--- src/rtl/cnn_maxpool_stream_pkg.sv ---
// cnn_pkg: shared constants, sample type and helpers for the CNN streaming stages.
//   POOL_K          pooling window / stride
//   IMG_*_DEF       default feature-map geometry (28-pixel image after 3x3 valid conv)
//   cnn_acc_t       signed accumulator/sample type
//   smax(a, b)      signed maximum; on a tie the first operand is returned
package cnn_pkg;

  localparam int unsigned POOL_K         = 2;
  localparam int unsigned IMG_WIDTH_DEF  = 26;
  localparam int unsigned IMG_HEIGHT_DEF = 26;
  localparam int unsigned ACC_WIDTH      = 32;

  typedef logic signed [ACC_WIDTH-1:0] cnn_acc_t;

  function automatic cnn_acc_t smax(input cnn_acc_t a, input cnn_acc_t b);
    return (b > a) ? b : a;
  endfunction

endpackage

--- src/rtl/cnn_maxpool_stream_rowbuf.sv ---
// cnn_pool_rowbuf: half-width row buffer holding the horizontal pair maxima of
// the even row until the matching odd row arrives.
// Synchronous write, asynchronous read, one port of each. No reset: contents
// are always written before they are read within a frame.
//   clk_i        clock
//   i_wr_en      write enable
//   i_wr_addr    write address (column pair index)
//   i_wr_data    write data
//   i_rd_addr    read address (column pair index)
//   o_rd_data    read data (combinational)
module cnn_pool_rowbuf
  import cnn_pkg::*;
#(
  parameter int unsigned DATA_WIDTH = ACC_WIDTH,
  parameter int unsigned DEPTH      = IMG_WIDTH_DEF / POOL_K,
  localparam int unsigned AW        = (DEPTH > 1) ? $clog2(DEPTH) : 1
) (
  input  logic                  clk_i,
  input  logic                  i_wr_en,
  input  logic [AW-1:0]         i_wr_addr,
  input  logic [DATA_WIDTH-1:0] i_wr_data,
  input  logic [AW-1:0]         i_rd_addr,
  output logic [DATA_WIDTH-1:0] o_rd_data
);

  logic [DATA_WIDTH-1:0] r_mem [DEPTH];

  always_ff @(posedge clk_i) begin
    if (i_wr_en) begin
      r_mem[i_wr_addr] <= i_wr_data;
    end
  end

  assign o_rd_data = r_mem[i_rd_addr];

endmodule

--- src/rtl/cnn_maxpool_stream.sv ---
// cnn_maxpool_stream: streaming 2x2 stride-2 signed max-pool stage.
// Consumes one sample per handshake in raster order and emits one pooled value
// per 2x2 block in raster order, one cycle after the block's bottom-right sample.
// Optional feature: define CNN_MAXPOOL_CNT_EN to add out_count_o.
//   clk_i         clock
//   rst_ni        asynchronous active-low reset
//   clear_i       synchronous frame abort/restart (highest priority)
//   in_data_i     signed input sample
//   in_valid_i    input sample valid
//   in_ready_o    stage accepts a sample (from out_ready_i / clear_i only)
//   out_data_o    signed pooled result
//   out_valid_o   result valid
//   out_ready_i   downstream accepts result
//   frame_done_o  pulse when the last pooled value of a frame is accepted
//   out_count_o   (CNN_MAXPOOL_CNT_EN) accepted results in the current frame,
//                 saturating at 16'hFFFF, includes the one accepted this cycle
module cnn_maxpool_stream
  import cnn_pkg::*;
#(
  parameter int unsigned DATA_WIDTH = ACC_WIDTH,
  parameter int unsigned IMG_WIDTH  = IMG_WIDTH_DEF,
  parameter int unsigned IMG_HEIGHT = IMG_HEIGHT_DEF
) (
  input  logic                         clk_i,
  input  logic                         rst_ni,
  input  logic                         clear_i,
  input  logic signed [DATA_WIDTH-1:0] in_data_i,
  input  logic                         in_valid_i,
  output logic                         in_ready_o,
  output logic signed [DATA_WIDTH-1:0] out_data_o,
  output logic                         out_valid_o,
  input  logic                         out_ready_i,
  output logic                         frame_done_o
`ifdef CNN_MAXPOOL_CNT_EN
  ,
  output logic [15:0]                  out_count_o
`endif
);

  localparam int unsigned HALF_W = IMG_WIDTH / POOL_K;
  localparam int unsigned CW     = (IMG_WIDTH > 1) ? $clog2(IMG_WIDTH) : 1;
  localparam int unsigned RW     = (IMG_HEIGHT > 1) ? $clog2(IMG_HEIGHT) : 1;
  localparam int unsigned AW     = (HALF_W > 1) ? $clog2(HALF_W) : 1;
  localparam logic [CW-1:0] COL_LAST = CW'(IMG_WIDTH - 1);
  localparam logic [RW-1:0] ROW_LAST = RW'(IMG_HEIGHT - 1);

  if ((IMG_WIDTH % POOL_K) != 0 || IMG_WIDTH == 0) begin : g_bad_width
    $error("cnn_maxpool_stream: IMG_WIDTH must be a non-zero even number");
  end
  if ((IMG_HEIGHT % POOL_K) != 0 || IMG_HEIGHT == 0) begin : g_bad_height
    $error("cnn_maxpool_stream: IMG_HEIGHT must be a non-zero even number");
  end
  if (DATA_WIDTH > ACC_WIDTH || DATA_WIDTH == 0) begin : g_bad_data_width
    $error("cnn_maxpool_stream: DATA_WIDTH must be 1..32");
  end

  logic [CW-1:0]                r_col;
  logic [RW-1:0]                r_row;
  logic signed [DATA_WIDTH-1:0] r_h;
  logic signed [DATA_WIDTH-1:0] r_out_data;
  logic                         r_out_valid;
  logic                         r_last;

  logic                         w_in_ready;
  logic                         w_accept;
  logic                         w_out_acc;
  logic                         w_col_odd;
  logic                         w_row_odd;
  logic                         w_col_last;
  logic                         w_row_last;
  logic                         w_rb_we;
  logic                         w_load;
  logic [AW-1:0]                w_rb_addr;
  logic [DATA_WIDTH-1:0]        w_rb_rdata;
  logic signed [DATA_WIDTH-1:0] w_pair_max;
  logic signed [DATA_WIDTH-1:0] w_pool_max;

  // Backpressure only through the output register; clear blocks input for its cycle.
  assign w_in_ready = !clear_i && (!r_out_valid || out_ready_i);
  assign w_accept   = in_valid_i && w_in_ready;
  assign w_out_acc  = r_out_valid && out_ready_i && !clear_i;

  assign w_col_odd  = r_col[0];
  assign w_row_odd  = r_row[0];
  assign w_col_last = (r_col == COL_LAST);
  assign w_row_last = (r_row == ROW_LAST);
  assign w_rb_addr  = AW'(r_col >> 1);

  assign w_rb_we    = w_accept && w_col_odd && !w_row_odd;
  assign w_load     = w_accept && w_col_odd && w_row_odd;

  // Sign-extend to the package type so smax compares full width, then narrow back.
  // Earlier operand goes first so ties keep it.
  assign w_pair_max = DATA_WIDTH'(smax(cnn_acc_t'(r_h), cnn_acc_t'(in_data_i)));
  assign w_pool_max = DATA_WIDTH'(smax(cnn_acc_t'($signed(w_rb_rdata)), cnn_acc_t'(w_pair_max)));

  cnn_pool_rowbuf #(
    .DATA_WIDTH (DATA_WIDTH),
    .DEPTH      (HALF_W)
  ) u_rowbuf (
    .clk_i     (clk_i),
    .i_wr_en   (w_rb_we),
    .i_wr_addr (w_rb_addr),
    .i_wr_data (w_pair_max),
    .i_rd_addr (w_rb_addr),
    .o_rd_data (w_rb_rdata)
  );

  always_ff @(posedge clk_i or negedge rst_ni) begin
    if (!rst_ni) begin
      r_col <= '0;
      r_row <= '0;
    end else if (clear_i) begin
      r_col <= '0;
      r_row <= '0;
    end else if (w_accept) begin
      if (w_col_last) begin
        r_col <= '0;
        r_row <= w_row_last ? '0 : r_row + 1'b1;
      end else begin
        r_col <= r_col + 1'b1;
      end
    end
  end

  always_ff @(posedge clk_i or negedge rst_ni) begin
    if (!rst_ni) begin
      r_h <= '0;
    end else if (w_accept && !w_col_odd) begin
      r_h <= in_data_i;
    end
  end

  // A fresh load takes precedence over the acceptance of the previous result.
  always_ff @(posedge clk_i or negedge rst_ni) begin
    if (!rst_ni) begin
      r_out_data  <= '0;
      r_out_valid <= 1'b0;
      r_last      <= 1'b0;
    end else if (clear_i) begin
      r_out_data  <= '0;
      r_out_valid <= 1'b0;
      r_last      <= 1'b0;
    end else if (w_load) begin
      r_out_data  <= w_pool_max;
      r_out_valid <= 1'b1;
      r_last      <= w_row_last && w_col_last;
    end else if (w_out_acc) begin
      r_out_data  <= '0;
      r_out_valid <= 1'b0;
      r_last      <= 1'b0;
    end
  end

  assign in_ready_o   = w_in_ready;
  assign out_data_o   = r_out_data;
  assign out_valid_o  = r_out_valid;
  assign frame_done_o = w_out_acc && r_last;

`ifdef CNN_MAXPOOL_CNT_EN
  logic [15:0] r_count;
  logic [15:0] w_count_next;

  assign w_count_next = (w_out_acc && (r_count != '1)) ? r_count + 16'd1 : r_count;

  always_ff @(posedge clk_i or negedge rst_ni) begin
    if (!rst_ni) begin
      r_count <= '0;
    end else if (clear_i || frame_done_o) begin
      r_count <= '0;
    end else begin
      r_count <= w_count_next;
    end
  end

  // Combinational view so the final acceptance is already counted while frame_done_o is high.
  assign out_count_o = w_count_next;
`endif

endmodule

--- config.mk ---
export PLATFORM = sky130hd
export DESIGN_NAME = cnn_maxpool_stream
export DESIGN_NICKNAME = d
export VERILOG_FILES = /design/src/rtl/cnn_maxpool_stream_pkg.sv /design/src/rtl/cnn_maxpool_stream_rowbuf.sv /design/src/rtl/cnn_maxpool_stream.sv
export SDC_FILE = /design/constraint.sdc
export NUM_CORES = 1
export LEC_CHECK = 0
export ABC_AREA = 0
export CORE_MARGIN = 4
export CORE_UTILIZATION = 44
export CTS_CLUSTER_SIZE = 40
export DETAILED_ROUTE_END_ITERATION = 10
export PLACE_DENSITY = 0.66
export SYNTH_ARGS = -nofsm -noshare
export SYNTH_HDL_FRONTEND = slang
export SYNTH_SLANG_ARGS = --single-unit
--- constraint.sdc ---
create_clock -name clk_i -period 5.8 [get_ports clk_i]
set_input_delay 0.58 -clock clk_i [delete_from_list [all_inputs] [get_ports clk_i]]
set_output_delay 0.58 -clock clk_i [all_outputs]
set_load 0.01 [all_outputs]
---- After elaboration in Yosys (flattened, before gate mapping) ----
Memory sizes are Yosys's and may differ from the RTL's.
Cells that the tools add are included.
cells by class
  reduce and logical (&&, ||, !) cells .... 19
  multiplexer cells ....................... 19
  equal/unequal tests ..................... 2
  divide/modulo/power cells ............... 0
  magnitude comparators ................... 2
  bitwise gates (word level) .............. 0
  $mul .................................... 0
  shift-type cells ........................ 0
  add/sub/neg operators ................... 2
operators by type and width
  kind                   number
  $mux W32               5
  $gt A32 B32 Y1         2
  $mux W5                7
  $add A5 B1 Y5 const B  2
  $eq A5 B5 Y1 const B   2
  $logic_and A1 B1 Y1    10
  $mux W1                7
  $logic_not A1 Y1       4
  $reduce_bool A2 Y1     2
  $reduce_bool A3 Y1     1
  $reduce_and A2 Y1      1
  $logic_or A1 B1 Y1     1
word-level totals
  word-level logic and storage cells ...... 51
  flip-flop bits (word level) ............. 76
  RAM bits ................................ 416
  latch bits .............................. 0
  memories kept ........................... 1
  bits of input ports ..................... 37
  ROM bits ................................ 0
memories
  memory          words  width  read ports  clocked after Yosys merged registers in  wr ports  RTL line                         text
  u_rowbuf.r_mem  13     32     1           0                                        1         cnn_maxpool_stream_rowbuf.sv:26  logic [DATA_WIDTH-1:0] r_mem [DEPTH];

---- Depth between registers and ports, before layout ----
  depth after elaboration ................. 8
  mapped depth ............................ 22

---- Cells and area by module ----
From an unflattened synthesis, not the netlist that was laid out.
unflattened totals
  cells, all modules ...................... 1,511
  area total of the unflattened synthesis .. 22,730.6 µm²
modules (own cells, without submodules)
  module              cells each  area each (µm²)  times used
  cnn_pool_rowbuf     668         15,866.5         1
  cnn_maxpool_stream  843         6,864.1          1

---- Worst setup path after synthesis ----
No wires, ideal clock.
  path type ............................... input to register
  from .................................... input port in_data_i[31]
  to ...................................... register r_out_data[4] (netlist: out_data_o[4])
  arrival ................................. 5,159 ps
  setup time .............................. 92 ps
  path buffers ............................ 3
  required time ........................... 5,708 ps
  stages on the path ...................... 19
  path slack .............................. 549 ps
  path through ............................ ha_1 buf_4 nand4_4 or4_4 nor3_2 nor3_1 mux2_2 clkbuf_1 mux2_2 ha_1 and4_1 a221o_1 a221oi_1 nand2_1 mux2i_1 a21oi_1 clkbuf_1 a21oi_1 o31ai_2
on the way
  word-level cells in the longest chain between the ends .. 6
ends and longest elaborated chain
  item                        RTL line                         text
  start: declaration          cnn_maxpool_stream.sv:27         input logic signed [DATA_WIDTH-1:0] in_data_i,
  $gt A32 B32 Y1              cnn_maxpool_stream_pkg.sv:16     return (b > a) ? b : a;
  $mux W32                    cnn_maxpool_stream_pkg.sv:16
  net u_rowbuf.i_wr_data[26]  cnn_maxpool_stream_rowbuf.sv:21  input logic [DATA_WIDTH-1:0] i_wr_data,
  $gt A32 B32 Y1              cnn_maxpool_stream_pkg.sv:16
  $mux W32                    cnn_maxpool_stream_pkg.sv:16
  $mux W32                    cnn_maxpool_stream.sv:144        end else if (w_load) begin
  $mux W32                    cnn_maxpool_stream.sv:140        end else if (clear_i) begin
  end signal: assignment      cnn_maxpool_stream.sv:145        r_out_data <= w_pool_max;
  end: declaration            cnn_maxpool_stream.sv:60         logic signed [DATA_WIDTH-1:0] r_out_data;
The timed path passes the listed nets, and every way through them passes these cells.
A chain may end at the register's enable or synchronous reset.

---- Worst setup path after layout ----
  from .................................... input port in_data_i[27]
  to ...................................... register r_out_data[0] (netlist: out_data_o[0])
The elaborated chain is that of the path after synthesis.

==> flow_summary.ini <==
[global_route]
grt_max_degree = 57
overflow = 0
grt.total_usage_pct = 20.0
grt_antenna_before_repair = 0
grt_pass1_wl_um = 76800
grt_pass1_vias = 11900

[drt]
top_layer = met4
wl_met2_um = 23700
wl_um = 50900
drc = 0
drt_first_pass_iters = 5
met3WireLength_um = 4070
ant_nets = 0
num_vias = 11900
avgViaCountPerCell = 5.84
wire_per_inst_um = 25.0
drt-initial-drc-count = 1225
wirelength_met1_um = 22100

[yosys]
synth.distinct_cells = 57
netlist_instances = 1239
synth_largest_area_cell = edfxtp_1
ys.flop_type = edfxtp_1
yosys-top-cells-count = edfxtp_1 (416), mux4_2 (127), nand2_1 (107)
synth.net_count = 1343
synth-seq-cells = 492
syn_area_um2 = 21100
ys_warn_count = 0
async_reset_ff_share_pct = 15.4
synth_top_area_share_pct = 59.1
synth_area_leaders = edfxtp_1 (59%), mux4_2 (14%), dfrtp_1 (9.0%)
ys_seq_area_share_pct = 68.1
avgSynthCellArea_um2 = 17.1
synth_edf_count = 416
yosysMostFrequentCell = edfxtp_1

[cts]
cts_made_buffers = 50
clkTransAtPathRegs_ps = 60
clkLatencyLatePin_ps = 590
cts_setup_buffers = 0
cts_tree = done
cts_sinks = 492
clockRootBuffer = clkbuf_16
cts_max_level = 2
clock_path_buffers = 3

[layout]
n_fill_cell = 3814
nNetsFinal = 1484
drive_gt1_share_pct = 25.2
final_area_um2 = 25000
layoutNonFillerInstCount = 2037
syn2layout_area_growth_pct = 18.3
n_antenna_cell = 0

[sta]
grt_setup_unrepaired = false
hold_viol = 0
slew_viol_final = 0
worst_pin_slew_ps = 1130
fin_worst_skew_ps = 14.7
fin_crit_ps = 5270
fin_tns_setup_ps = 0
fmax_ghz = 0.190
fin_crit_sh_pct = 90.8
slew_headroom_pct = 24.1
setup_viol = 0

[pwr]
p_leak_nw = 8.55
power_density_nw_per_um2 = 355
vdd_drop_max_v = 0.000224

[floorplanning]
io_pins = 72
die_w_um = 227
core_um2 = 47600
dieArea_um2 = 51600
start_util_pct = 44.3
die_height_um = 227
rows = 80

[critical_path]
critPathLaunchType = input pin
worst_setup_path_end_kind = flip-flop
critical_path_class = in2reg
worstPathArrival_ps = 5730
crit_fanout = 16
critPathRequiredTime_ps = 6260

[placed_design]
dp_cells = 1942
port-buffer-count = 71
place_hpwl_um = 32300
place.gp.congestion = 0.824
dpl-instance-area_um2 = 23200

[outcome]
status = complete, no violations

[flow_run]
drv_cap = 0

[hold_path]
hold_path_class = in2async
-- through the flow --
| step | hold slack, ps | power (mW) | worst slack, ps | util (%) |
|---|---|---|---|---|
| 6_report | 423 | 8.86 | 532 | 52.5 |
| 5_1_grt | 437 | 9.19 | 191 | 52.5 |
| 4_1_cts | 404 | 8.92 | 632 | 52.5 |
| 3_5_place_dp | 492 | 5.47 | 41.5 | 48.7 |
| 3_3_place_gp | 482 | 5.43 | 117 | 48.7 |
| 2_1_floorplan | 284 | 4.92 | 549 | - |
-- power breakdown --
part           total (mW)  internal [mW]  switching, mW
sequential           4.15           4.11         0.0421
clock                3.46           2.12           1.33
combinational        1.26          0.480          0.779
-- kinds of logic (layout without fill, tap and decap cells) --
| logic type | after synthesis | in the layout | share of synthesized area (%) |
|---|---|---|---|
| muxes | 167 | 167 | 15.7 |
| DFF | 492 | 492 | 68.1 |
| and+or+nand+nor | 234 | 234 | 5.39 |
| adders and majority gates | 67 | 67 | 3.97 |
| buffers and inverters | 134 | 317 | 2.50 |
| AOI/OAI and AO/OA | 145 | 145 | 4.29 |
-- critical path: stages --
cell and delay [ps]:
clkdlybuf4s50_1 440, ha_1 330, nand4_1 220, or4_4 600
nor3_2 200, nor3_1 80, mux2_2 280, buf_12 160
mux2_2 390, ha_1 340, and4_1 200, a221o_1 370
a221oi_1 290, buf_4 170, nand2_1 60, mux2i_1 140
a21oi_2 220, buf_4 240, a21oi_1 100, o31ai_1 300
-- sequential cells by signal, summed over array words and instances, names as in the netlist --
signal          flops
out_data_o         32
out_valid_o         1
r_col               5
r_h                32
r_last              1
r_row               5
u_rowbuf.r_mem    416
-- layout make-up --
class | count | area, µm² | area share [%]
clock buffers | 76 | 1520 | 6.09
clock inverters | 18 | 279 | 1.12
inverters | 70 | 263 | 1.05
multi-input cells | 613 | 6320 | 25.3
flip-flops and latches | 492 | 14400 | 57.6
well taps | 615 | 769 | 3.08
repair buffers | 153 | 1440 | 5.76
-- layout by cell type, fill, tap and decap left out, types with 3 or more instances in the layout --
cell type,instances
a21o_1,5
a21oi_1,39
a221oi_1,4
and4_1,3
buf_12,9
buf_4,73
bufinv_16,7
clkbuf_1,12
clkbuf_16,53
clkbuf_8,11
clkdlybuf4s50_1,70
clkinv_2,5
clkinvlp_4,3
dfrtp_1,72
edfxtp_1,416
ha_1,67
inv_1,70
mux2_2,35
mux2i_1,3
mux4_2,127
nand2_1,107
nand2b_1,3
nand3_1,16
nand4_1,31
nor2_1,18
nor2_4,10
nor3_1,16
nor3_2,7
nor4_1,3
o211ai_1,22
o21ai_0,45
o31ai_1,12
or3_1,3
-- what timing repair did --
action,CTS,global route
gates resized for setup,0,0
setup endpoints to repair,0,0
hold buffers,1,0
endpoints found under the hold margin,21,0
-- metal layers --
layer | GRT usage [%] | up-vias
met2 | 30.8 | 466
met5 | 0 | -
met3 | 3.46 | 77
met4 | 4.92 | 0
met1 | 30.4 | 6144
li1 | - | 5204
-- worst paths after layout --
| path | start | end | slack [ps] | cells after the start |
|---|---|---|---|---|
| hold / removal | rst_ni | r_h[4] | 420 | 2 |
| setup reg to reg | r_h[27] | out_data_o[0] | 600 | 20 |
| max in group asynchronous | rst_ni | r_col[2] | 4160 | 3 |
| hold reg to reg | r_last | r_last | 510 | 1 |
| setup / recovery | in_data_i[27] | out_data_o[0] | 530 | 20 |
| min in group clk_i | r_last | r_last | 510 | 1 |
(Power assumes the default switching activity.)
